### src/rtl/aes_arb_pkg.sv
// aes_arb_pkg: shared types and constants for the AES engine arbiter and its helpers.
package aes_arb_pkg;

   localparam int AES_BLK_W = 128;

   typedef enum logic [2:0] {
      IDLE,
      LAUNCH,
      SETTLE,
      WAIT,
      RESP
   } arbState_t;

   typedef enum logic {
      OP_ENC,
      OP_DEC
   } aesOp_t;

endpackage

### src/rtl/aes_arbiter_if.sv
// aes_arbiter_if: requester request/response handshakes plus the engine-facing
// start/operand/busy/result bus of the AES arbiter.
// The slave modport is the arbiter's view; master is the requester/engine side.
interface aes_arbiter_if #(
   parameter int NUM_REQ = 2
);
   // Requester side
   logic [NUM_REQ-1:0]                          reqValid;
   logic [NUM_REQ-1:0]                          reqReady;
   logic [NUM_REQ-1:0]                          reqDecrypt;
   logic [NUM_REQ*aes_arb_pkg::AES_BLK_W-1:0]   reqText;
   logic [NUM_REQ*aes_arb_pkg::AES_BLK_W-1:0]   reqKey;
   logic [NUM_REQ-1:0]                          rspValid;
   logic [NUM_REQ-1:0]                          rspReady;
   logic [aes_arb_pkg::AES_BLK_W-1:0]           rspData;
   logic                                        rspErr;
   // Engine side
   logic                                        encWE;
   logic                                        decWE;
   logic [aes_arb_pkg::AES_BLK_W-1:0]           engText;
   logic [aes_arb_pkg::AES_BLK_W-1:0]           engKey;
   logic                                        encBusy;
   logic                                        decBusy;
   logic [aes_arb_pkg::AES_BLK_W-1:0]           encOut;
   logic [aes_arb_pkg::AES_BLK_W-1:0]           decOut;
   // Status
   logic                                        busy;

   modport slave (
      input  reqValid, reqDecrypt, reqText, reqKey, rspReady,
      input  encBusy, decBusy, encOut, decOut,
      output reqReady, rspValid, rspData, rspErr,
      output encWE, decWE, engText, engKey, busy
   );

   modport master (
      output reqValid, reqDecrypt, reqText, reqKey, rspReady,
      output encBusy, decBusy, encOut, decOut,
      input  reqReady, rspValid, rspData, rspErr,
      input  encWE, decWE, engText, engKey, busy
   );

endinterface

### src/rtl/aes_arbiter_rr_pick.sv
// rr_pick: combinational round-robin search. Returns the first set request bit
// at or above rrPtr, wrapping modulo N, and whether any bit was set at all.
module rr_pick #(
   parameter int N     = 2,
   parameter int PTR_W = (N > 1) ? $clog2(N) : 1
) (
   input  logic [N-1:0]     reqValid,
   input  logic [PTR_W-1:0] rrPtr,
   output logic [PTR_W-1:0] grantIdx,
   output logic             anyValid
);

   // Scan offsets from farthest to nearest so the nearest set bit wins.
   always_comb begin
      // NOTE: every combinational output gets a default first; a path that
      // leaves one unassigned would infer a latch.
      grantIdx = '0;
      anyValid = 1'b0;
      for (int k = N - 1; k >= 0; k--) begin
         if (reqValid[(int'(rrPtr) + k) % N]) begin
            grantIdx = PTR_W'((int'(rrPtr) + k) % N);
            anyValid = 1'b1;
         end
      end
   end

endmodule

### src/rtl/aes_arbiter.sv
// aes_arbiter: shares one AES-128 encrypt engine and one decrypt engine between
// NUM_REQ requesters with round-robin grant, one-cycle engine start pulse,
// busy wait and a held response handshake.
// Build macro AES_ARB_TIMEOUT_EN: bounds WAIT to TIMEOUT_CYCLES and returns an
// error response (rspErr=1, rspData=0) when the engine never finishes.
module aes_arbiter
   import aes_arb_pkg::*;
#(
   parameter int NUM_REQ        = 2,
   parameter int TIMEOUT_CYCLES = 64
) (
   input  logic         clock,
   input  logic         resetN,
   aes_arbiter_if.slave bus
);

   localparam int PTR_W = (NUM_REQ > 1) ? $clog2(NUM_REQ) : 1;

   // Reject configurations outside the supported range at elaboration.
   if (NUM_REQ < 1 || NUM_REQ > 8 || TIMEOUT_CYCLES < 1) begin : g_param_check
      $error("aes_arbiter: unsupported NUM_REQ or TIMEOUT_CYCLES");
   end

   arbState_t            state_q, state_d;
   logic [PTR_W-1:0]     rr_ptr_q, rr_ptr_d;
   logic [PTR_W-1:0]     grant_q, grant_d;
   aesOp_t               op_q, op_d;
   logic [AES_BLK_W-1:0] text_q, text_d;
   logic [AES_BLK_W-1:0] key_q, key_d;
   logic [AES_BLK_W-1:0] rsp_data_q, rsp_data_d;
   logic [PTR_W-1:0]     pick_idx;
   logic                 any_valid;
   logic                 sel_busy;

`ifdef AES_ARB_TIMEOUT_EN
   localparam int CNT_W = $clog2(TIMEOUT_CYCLES + 1);
   logic [CNT_W-1:0]     tmo_cnt_q, tmo_cnt_d;
   logic                 rsp_err_q, rsp_err_d;
`endif

   rr_pick #(
      .N     (NUM_REQ),
      .PTR_W (PTR_W)
   ) u_rr_pick (
      .reqValid (bus.reqValid),
      .rrPtr    (rr_ptr_q),
      .grantIdx (pick_idx),
      .anyValid (any_valid)
   );

   // Only the busy flag of the engine that owns the current operation matters.
   assign sel_busy = (op_q == OP_DEC) ? bus.decBusy : bus.encBusy;

   // Next-state and operand/result register updates for the transaction FSM.
   always_comb begin
      state_d    = state_q;
      rr_ptr_d   = rr_ptr_q;
      grant_d    = grant_q;
      op_d       = op_q;
      text_d     = text_q;
      key_d      = key_q;
      rsp_data_d = rsp_data_q;
`ifdef AES_ARB_TIMEOUT_EN
      tmo_cnt_d  = tmo_cnt_q;
      rsp_err_d  = rsp_err_q;
`endif
      unique case (state_q)
         IDLE: begin
            if (any_valid) begin
               grant_d = pick_idx;
               op_d    = bus.reqDecrypt[pick_idx] ? OP_DEC : OP_ENC;
               text_d  = bus.reqText[int'(pick_idx)*AES_BLK_W +: AES_BLK_W];
               key_d   = bus.reqKey[int'(pick_idx)*AES_BLK_W +: AES_BLK_W];
               state_d = LAUNCH;
            end
         end
         LAUNCH: state_d = SETTLE;
         SETTLE: begin
            // The engine raises busy one cycle after its start pulse, so the
            // flag is not trusted until WAIT.
            state_d = WAIT;
`ifdef AES_ARB_TIMEOUT_EN
            tmo_cnt_d = '0;
`endif
         end
         WAIT: begin
            if (!sel_busy) begin
               rsp_data_d = (op_q == OP_DEC) ? bus.decOut : bus.encOut;
               state_d    = RESP;
`ifdef AES_ARB_TIMEOUT_EN
               rsp_err_d  = 1'b0;
            end else begin
               tmo_cnt_d = tmo_cnt_q + CNT_W'(1);
               if (tmo_cnt_d == CNT_W'(TIMEOUT_CYCLES)) begin
                  rsp_data_d = '0;
                  rsp_err_d  = 1'b1;
                  state_d    = RESP;
               end
`endif
            end
         end
         RESP: begin
            if (bus.rspReady[grant_q]) begin
               rr_ptr_d = PTR_W'((int'(grant_q) + 1) % NUM_REQ);
               state_d  = IDLE;
            end
         end
         default: state_d = IDLE;
      endcase
   end

   // State and datapath registers; reset abandons any in-flight operation.
   always_ff @(posedge clock or negedge resetN) begin
      if (!resetN) begin
         // NOTE: operand and result registers are reset too, because
         // engText, engKey and rspData must read zero while in reset.
         state_q    <= IDLE;
         rr_ptr_q   <= '0;
         grant_q    <= '0;
         op_q       <= OP_ENC;
         text_q     <= '0;
         key_q      <= '0;
         rsp_data_q <= '0;
`ifdef AES_ARB_TIMEOUT_EN
         tmo_cnt_q  <= '0;
         rsp_err_q  <= 1'b0;
`endif
      end else begin
         // NOTE: non-blocking assignments so every register samples the
         // pre-edge values, independent of statement order.
         state_q    <= state_d;
         rr_ptr_q   <= rr_ptr_d;
         grant_q    <= grant_d;
         op_q       <= op_d;
         text_q     <= text_d;
         key_q      <= key_d;
         rsp_data_q <= rsp_data_d;
`ifdef AES_ARB_TIMEOUT_EN
         tmo_cnt_q  <= tmo_cnt_d;
         rsp_err_q  <= rsp_err_d;
`endif
      end
   end

   // One-hot handshake outputs: grant only from IDLE, response only from RESP.
   always_comb begin
      bus.reqReady = '0;
      bus.rspValid = '0;
      if (state_q == IDLE && any_valid) bus.reqReady[pick_idx] = 1'b1;
      if (state_q == RESP)              bus.rspValid[grant_q]  = 1'b1;
   end

   assign bus.encWE   = (state_q == LAUNCH) && (op_q == OP_ENC);
   assign bus.decWE   = (state_q == LAUNCH) && (op_q == OP_DEC);
   assign bus.engText = text_q;
   assign bus.engKey  = key_q;
   assign bus.rspData = rsp_data_q;
   assign bus.busy    = (state_q != IDLE);
`ifdef AES_ARB_TIMEOUT_EN
   assign bus.rspErr  = rsp_err_q;
`else
   assign bus.rspErr  = 1'b0;
`endif

endmodule

### src/flat_wrapper.sv
// flat-port wrapper written by rule: the top's interface ports become plain ports
module aes_arbiter_flat import aes_arb_pkg::*;
#(
   parameter int NUM_REQ        = 2,
   parameter int TIMEOUT_CYCLES = 64
)
  (clock, resetN, bus_reqValid, bus_reqDecrypt, bus_reqText, bus_reqKey, bus_rspReady, bus_encBusy, bus_decBusy, bus_encOut, bus_decOut, bus_reqReady, bus_rspValid, bus_rspData, bus_rspErr, bus_encWE, bus_decWE, bus_engText, bus_engKey, bus_busy);
  aes_arbiter_if #(.NUM_REQ(NUM_REQ)) bus_i ();
  input  logic clock;
  input  logic resetN;
  input wire logic [$bits(bus_i.reqValid)-1:0] bus_reqValid;
  input wire logic [$bits(bus_i.reqDecrypt)-1:0] bus_reqDecrypt;
  input wire logic [$bits(bus_i.reqText)-1:0] bus_reqText;
  input wire logic [$bits(bus_i.reqKey)-1:0] bus_reqKey;
  input wire logic [$bits(bus_i.rspReady)-1:0] bus_rspReady;
  input wire logic [$bits(bus_i.encBusy)-1:0] bus_encBusy;
  input wire logic [$bits(bus_i.decBusy)-1:0] bus_decBusy;
  input wire logic [$bits(bus_i.encOut)-1:0] bus_encOut;
  input wire logic [$bits(bus_i.decOut)-1:0] bus_decOut;
  output wire logic [$bits(bus_i.reqReady)-1:0] bus_reqReady;
  output wire logic [$bits(bus_i.rspValid)-1:0] bus_rspValid;
  output wire logic [$bits(bus_i.rspData)-1:0] bus_rspData;
  output wire logic [$bits(bus_i.rspErr)-1:0] bus_rspErr;
  output wire logic [$bits(bus_i.encWE)-1:0] bus_encWE;
  output wire logic [$bits(bus_i.decWE)-1:0] bus_decWE;
  output wire logic [$bits(bus_i.engText)-1:0] bus_engText;
  output wire logic [$bits(bus_i.engKey)-1:0] bus_engKey;
  output wire logic [$bits(bus_i.busy)-1:0] bus_busy;
  assign bus_i.reqValid = bus_reqValid;
  assign bus_i.reqDecrypt = bus_reqDecrypt;
  assign bus_i.reqText = bus_reqText;
  assign bus_i.reqKey = bus_reqKey;
  assign bus_i.rspReady = bus_rspReady;
  assign bus_i.encBusy = bus_encBusy;
  assign bus_i.decBusy = bus_decBusy;
  assign bus_i.encOut = bus_encOut;
  assign bus_i.decOut = bus_decOut;
  assign bus_reqReady = bus_i.reqReady;
  assign bus_rspValid = bus_i.rspValid;
  assign bus_rspData = bus_i.rspData;
  assign bus_rspErr = bus_i.rspErr;
  assign bus_encWE = bus_i.encWE;
  assign bus_decWE = bus_i.decWE;
  assign bus_engText = bus_i.engText;
  assign bus_engKey = bus_i.engKey;
  assign bus_busy = bus_i.busy;
  aes_arbiter #(.NUM_REQ(NUM_REQ), .TIMEOUT_CYCLES(TIMEOUT_CYCLES)) u_core (.clock(clock), .resetN(resetN), .bus(bus_i));
endmodule
### config.mk
export PLATFORM = sky130hd
export DESIGN_NAME = aes_arbiter_flat
export DESIGN_NICKNAME = d
export VERILOG_FILES = /design/src/rtl/aes_arb_pkg.sv /design/src/rtl/aes_arbiter_if.sv /design/src/rtl/aes_arbiter_rr_pick.sv /design/src/rtl/aes_arbiter.sv /design/src/flat_wrapper.sv
export SDC_FILE = /design/constraint.sdc
export NUM_CORES = 1
export LEC_CHECK = 0
export ABC_AREA = 1
export BUFFER_PORTS_ARGS = -buffer_cell sky130_fd_sc_hd__buf_2
export CAP_MARGIN = 20
export CORE_AREA = 3 3 460 462
export CTS_CLUSTER_SIZE = 8
export DETAILED_ROUTE_END_ITERATION = 10
export DIE_AREA = 0 0 463 465
export GPL_TIMING_DRIVEN = 0
export PLACE_DENSITY = 0.3
export SLEW_MARGIN = 15
export SYNTH_ARGS = -nofsm -noshare
export SYNTH_HDL_FRONTEND = slang
export SYNTH_HIERARCHICAL = 1
export SYNTH_SLANG_ARGS = --single-unit
### constraint.sdc
create_clock -name clock -period 1.7 [get_ports clock]
set_input_delay 0.255 -clock clock [delete_from_list [all_inputs] [get_ports clock]]
set_output_delay 0.255 -clock clock [all_outputs]
set_load 0.01 [all_outputs]
==> results of run 1 <==
[worst reg2reg max path, delay by kind of cell, from the launching register on]
family | cells | cell delay [ns]
and+or+nand+nor | 3 | 0.21
AOI/OAI and AO/OA | 2 | 0.12
DFF | 1 | 0.39
buffers and inverters | 10 | 1.21
[final timing paths]
path | start | endpoint | slack [ns]
hold / removal | bus_reqDecrypt[1] | u_core/op_q | 0.00005
max in group asynchronous | resetN | u_core/bus.engText[127] | 0.08
hold reg to reg | u_core/bus.engKey[106] | u_core/bus.engKey[106] | 0.46
min in group asynchronous | resetN | u_core/bus.engText[4] | 0.21
setup reg to reg | u_core/rr_ptr_q | u_core/bus.engText[102] | -0.35
setup / recovery | u_core/state_q[0] | bus_reqReady[1] | -0.40
[logic make-up (layout without fill, tap and decap cells)]
group           count (synthesis)  in the layout  share of synthesized area [%]
buf+inv                       439           2559                           9.74
flops                         390            390                           49.8
compound gates                517            517                           13.4
other cells                     1             16                         0.0191
simple gates                 1321           1321                           27.1
[metal layers]
metal	part of all wire, %	vias to the layer above	GRT usage [%]
met1	40	12585	17.4
met4	3.2	12	4.30
met5	0.043	-	0
met3	6.4	216	3.73
met2	50	1075	27.3
li1	-	12431	-
[state kept, by name, summed over array words and instances (netlist names)]
name / flops
u_core/bus.engKey: 128
u_core/bus.engText: 128
u_core/bus.rspData: 128
u_core/state_q: 3
u_core/grant_q: 1
u_core/op_q: 1
u_core/rr_ptr_q: 1
[cell type report]
cell class                 count  area share [%]
clock inverter                 5           0.341
tap                         2788            7.92
multi-input combinational   1839            23.7
buffer                       160            4.35
sequential                   390            22.2
clock buffer                  82            3.80
inverter                     269            2.32
timing repair buffer        2043            35.3
antenna                       15          0.0852
[per-stage QoR]
stage	setup slack (ns)	util [%]	power [W]	std cells
after floorplan	0.322	-	0.0280	2668
after global placement	-9.40	13.9	0.0441	6624
after detailed placement	-1.45	14.0	0.0441	6630
after CTS	-0.552	20.2	0.0624	7545
after global routing	-0.532	21.2	0.0665	7588
final	-0.402	21.2	0.0621	7591
[where the power goes]
group          internal [W]  total [W]  switching (W)
registers            0.0137     0.0161        0.00241
logic                0.0130     0.0339         0.0210
clock network       0.00704     0.0121        0.00502
total                0.0337     0.0621         0.0284
[placed cells by master (no fill, tap or decap), types with 5 or more instances in the layout]
master,netlist,final
clkbuf_8,0,12
or2_2,128,128
clkbuf_16,0,103
buf_16,0,10
buf_8,0,25
dlygate4sd3_1,0,742
clkbuf_1,63,16
o21ai_2,10,135
nor2_4,0,5
buf_6,10,51
clkbuf_4,0,13
nand2_4,0,89
o21ai_0,396,161
inv_1,267,263
diode_2,0,15
nand2_8,0,7
buf_2,70,1180
buf_4,26,57
nand2_2,0,89
dfrtp_1,390,389
o21ai_4,0,87
clkbuf_2,1,19
nand2_1,1176,991
o21ai_1,110,133
buf_12,0,56
nor2_1,9,5
[cell usage after synthesis (all sizes together)]
master / number / area (sq um)
clkbuf: 64 / 241
nand2: 1176 / 4410
buf: 106 / 658
or2: 129 / 807
inv: 269 / 1010
dfrtp: 390 / 9760
a21oi: 1 / 5.00
nor2: 11 / 46.3
nand3: 5 / 35.0
o21ai: 516 / 2620
conb: 1 / 3.75
[what timing repair did]
action	4_1_cts	5_1_grt
resized for setup	835	464
hold buffers	740	2
buffers inserted	70	36
hold endpoints to repair	468	2
pin swaps	166	171
setup endpoints to repair	407	444
gates cloned	23	13
==> flow_summary.toml, run 1 <==
[routing]
first_pass_iters = 5
drc = 0
routed-via-count = 26319
vias_per_cell = 3.47
wirelength_um = 171000
antenna_left = 0
dr.first_iter.drc_count = 1049
wl_per_cell_um = 22.5

[flow_run]
drv_cap = 0

[critical_path]
startpoint_type = "flop"
slowest_stage = "dfrtp_1"
critPathRequiredTime_ns = 1.44
path_cells = "nor2_4 -> nand3_4 -> inv_8 -> buf_12 -> nand2_4 -> inv_4 -> buf_8"
path_max_fanout = 3
path_class = "reg2out"
cp_top_family = "flip-flops"
crit_cells = 7
end_kind = "output port"
arrival_ns = 1.85
ff2ff_path_depth = 15
cpPeakStageDelay_ns = 0.40
crit_buf_inv = 4

[clock_network]
cts.path.max_buffers = 3
clock_latency_ns = 0.70
clock_sinks = 390
cts_buffers = 59
cts_tree = "yes"
cts_root_buf = "clkbuf_16"
path_clk_slew_ns = 0.06
htree_levels = 2

[synthesis]
synth-seq-cells = 390
ys_types = 20
synthCells = 2668
avgSynthCellArea_sq_um = 7.35
synth_nets = 3446
synth_warnings = 6
seq_area_frac_synth_pct = 49.8
syn_area_sq_um = 19600

[power]
p_leak_nw = 22.4
powerDensity_nw_per_um2 = 1410
irDropWorstVdd_mv = 0.816

[grt]
gr-total-overflow = 0
grt_usage_pct = 15.1
grt_max_degree = 86
grt_pass1_wl_um = 230000
grt_pass1_vias = 28379
antenna_found_initial = 40

[floorplanning]
die_w_um = 463
rows = 167
io_pins = 1170
core-area_sq_um = 207000
die-area_sq_um = 215000
die_y_um = 465
initial_utilization_pct = 9.45

[hold_path]
min_path_type = "in2reg"
hold_depth = 5

[placed_design]
portBuffers = 1168
dp.final_hpwl_um = 135000
place_area_sq_um = 29100
gp_congestion = 0.962

[timing]
fin_crit_sh_pct = 124
clock-skew-final_ns = 0.0552
slew_violations = 0
whs_ns = 0.0000532
final.setup.worst_slack_ns = -0.402
rsz0062_at_grt = "yes"
tightest_slew_ns = 1.06
max_freq_mhz = 476
layout_min_cycle_time_ns = 2.10
setup_viol = 360
slew_headroom_pct = 28.5
tns_ns = -51.13
hold_viol_final = 0

[cells_and_area]
multi_input_area_sq_um = 10500
fillerInstances = 23199
layout-drive-gt1-share_pct = 43.5
fin_area_sq_um = 44100
nets = 5540
seqCellArea_sq_um = 9760
area_growth_pct = 125

[run_status]
outcome = "finished with violations"
violations = "setup timing"
(Power assumes the default switching activity.)
==> run 2: changes to the inputs <==
--- a/config.mk
+++ b/config.mk
@@ -8,14 +8,14 @@
 export ABC_AREA = 1
 export BUFFER_PORTS_ARGS = -buffer_cell sky130_fd_sc_hd__buf_2
 export CAP_MARGIN = 20
-export CORE_AREA = 3 3 460 462
+export CORE_AREA = 4 4 455 457
+export CTS_CLUSTER_DIAMETER = 40
 export CTS_CLUSTER_SIZE = 8
 export DETAILED_ROUTE_END_ITERATION = 10
-export DIE_AREA = 0 0 463 465
+export DIE_AREA = 0 0 459 461
 export GPL_TIMING_DRIVEN = 0
 export PLACE_DENSITY = 0.3
 export SLEW_MARGIN = 15
 export SYNTH_ARGS = -nofsm -noshare
 export SYNTH_HDL_FRONTEND = slang
-export SYNTH_HIERARCHICAL = 1
 export SYNTH_SLANG_ARGS = --single-unit
==> run 2 against run 1 <==
  * The flow still finishes with violations (setup timing)
  * Non-clock buffer count is 60 lower
  * Clock power is 88% higher
  * Cell area is 3.8% lower
  * Worst hold slack better by 0.028 ns
  * Sequential power hardly changed
  * Register-to-register slack better by 0.12 ns
  * Die area is 1.7% lower
  * Routed wire length hardly changed
  * Area after synthesis is 2.6% lower
  * Via count is 0.14% lower
  * Largest cell class unchanged
==> flow_summary.toml, run 2 <==
[timing]
layout_min_cycle_time_ns = 2.24
whs_ns = 0.0276
slew_violations = 0
tightest_slew_ns = 0.705
setup_viol = 243
rsz0062_at_grt = "yes"
fin_crit_sh_pct = 132
max_freq_mhz = 447
final.setup.worst_slack_ns = -0.537
hold_viol_final = 0
slew_headroom_pct = 53.0
clock-skew-final_ns = 0.0502
tns_ns = -24.85

[power]
powerDensity_nw_per_um2 = 1720
total_power_w = 0.0727
p_leak_nw = 22.0
irDropWorstVdd_mv = 0.863

[clock_network]
cts_buffers = 112
cts.path.max_buffers = 3
path_clk_slew_ns = 0.04
htree_levels = 3
cts_root_buf = "clkbuf_16"
clock_sinks = 390
cts_tree = "yes"
clock_latency_ns = 0.72

[routing]
dr.first_iter.drc_count = 1323
vias_per_cell = 3.47
routed-via-count = 26283
wl_per_cell_um = 22.5
wirelength_um = 170000
antenna_left = 0
first_pass_iters = 5
drc = 0

[run_status]
violations = "setup timing"
outcome = "finished with violations"

[floorplanning]
io_pins = 1170
die_w_um = 459
rows = 166
die_y_um = 461
core-area_sq_um = 204000
die-area_sq_um = 212000
initial_utilization_pct = 9.38

[cells_and_area]
final_common_cell = "nand2_1"
layout_common_cells = "1641 x nand2_1, 1180 x buf_2, 747 x dlygate4sd3_1"
stdcell_count = 7566
nets = 5528
layout-drive-gt1-share_pct = 37.4
area_growth_pct = 122

[synthesis]
synth-seq-cells = 390
syn_area_sq_um = 19100
seq_area_frac_synth_pct = 51.1
yosys-top-cells-area = "dfrtp_1 51%, nand2_1 33%, o21ai_0 6.2%"
synth_top_area_share_pct = 51.1
synth_xor_area_share_pct = 0
ys.flop_type = "dfrtp_1"
ys_types = 20
synth_top_area_cell = "dfrtp_1"
synth_warnings = 0
yosysMostFrequentCell = "nand2_1"
synth-edff-count = 0
synthAdderAreaFrac_pct = 0
synth_nets = 3440
async_reset_ff_share_pct = 100
yosys-top-cells-count = "1689 x nand2_1, 390 x dfrtp_1, 237 x o21ai_0"
synth_compound_area_share_pct = 6.76
synth-simple-area-share_pct = 37.8
muxShareOfSynthArea_pct = 0
synth_top_family_by_area = "simple AND/OR/NAND/NOR gates"
avgSynthCellArea_sq_um = 7.17
synthCells = 2662

[grt]
gr-total-overflow = 0
antenna_found_initial = 52
grt_pass1_vias = 27604
grt_max_degree = 84
grt_usage_pct = 15.2
grt_pass1_wl_um = 224000

[critical_path]
path_cells = "nor2_4 -> nand2_2 -> nor2_4 -> buf_12 -> inv_16 -> clkbuf_16 -> nor2_4 -> buf_6"
startpoint = "u_core.state_q[2]"
arrival_ns = 1.98
path_class = "reg2out"
r2r-end = "u_core.bus.engKey[17]"
slowest_stage = "dfrtp_1"
cpPeakStageDelay_ns = 0.41
end_kind = "output port"
ff2ff_path_depth = 11
path_max_fanout = 2
startpoint_type = "flop"
cp_top_family = "buffers and inverters"
cpMostUsedCell = "nor2_4"
critPathRequiredTime_ns = 1.44
rr_startpoint = "u_core.state_q[2]"
regToRegSetupSlack_ns = -0.23
crit_buf_inv = 4

[flow_run]
drv_cap = 0

[placed_design]
pre_cts_slack_ns = -1.37
gp_congestion = 0.869
dpl.cell_count = 6522
portBuffers = 1168
dp.final_hpwl_um = 135000

[hold_path]
min_path_type = "in2reg"
hold_depth = 5
holdPathEnd = "u_core.bus.engText[36]"
hp-start = "bus_reqText[36]"
==> run 2: stage by stage <==
step	utilization (%)	cell area, sq um
floorplan	-	19100
global placement	13.9	28300
detailed placement	14.0	28400
CTS	20.0	40700
global route	20.8	42400
finish	20.8	42400
==> run 2: cell type report <==
cell class / instances / area, sq um
sequential: 390 / 9760
antenna: 30 / 75.1
clock buffer: 153 / 3110
multi-input combinational: 2092 / 9000
fill: 22933 / 161000
buffer: 166 / 1740
inverter: 11 / 72.6
clock inverter: 59 / 943
timing repair buffer: 1977 / 14300
tap: 2688 / 3360
==> run 2: metal layers <==
metal	up-vias	global-route usage [%]	wire, um
met5	-	0	135
met4	26	4.94	5360
met3	252	4.08	11800
met2	1079	25.2	79600
met1	12467	19.0	73500
li1	12459	-	-
==> run 2: power by group <==
part / total, W / switching, W / internal [W]
logic: 0.0336 / 0.0208 / 0.0128
clock network: 0.0227 / 0.00710 / 0.0156
registers: 0.0164 / 0.00258 / 0.0138
==> run 2: worst max path at each step <==
stage / to / slack, ns / cells after the start
2_1_floorplan: bus_reqReady[0] / 0.16 / 6
3_3_place_gp: u_core.bus.engText[89] / -9.57 / 1
3_5_place_dp: u_core.bus.rspData[46] / -1.37 / 5
4_1_cts: bus_reqReady[0] / -0.69 / 8
5_1_grt: bus_reqReady[0] / -0.68 / 8
6_report: bus_reqReady[0] / -0.54 / 8
==> run 2: tightest hold or removal path: cells and delay by family <==
family                 cells  cell delay (ns)
buffers and inverters      1             0.09
AND/OR/NAND/NOR            4             0.35
==> run 2: cells by family (layout without fill, tap and decap cells) <==
kind of cell,after synthesis,in the layout
AOI/OAI and AO/OA,258,258
DFF,390,390
buffers and inverters,180,2366
and+or+nand+nor,1833,1833
other,1,31
==> run 2: timing repair <==
action / CTS / global route
hold buffers: 728 / 19
endpoints found under the setup margin: 407 / 524
endpoints found under the hold margin: 456 / 16
buffers inserted: 21 / 21
gates resized for setup: 290 / 353
pin swaps: 2 / 10
gates cloned: 1 / 16
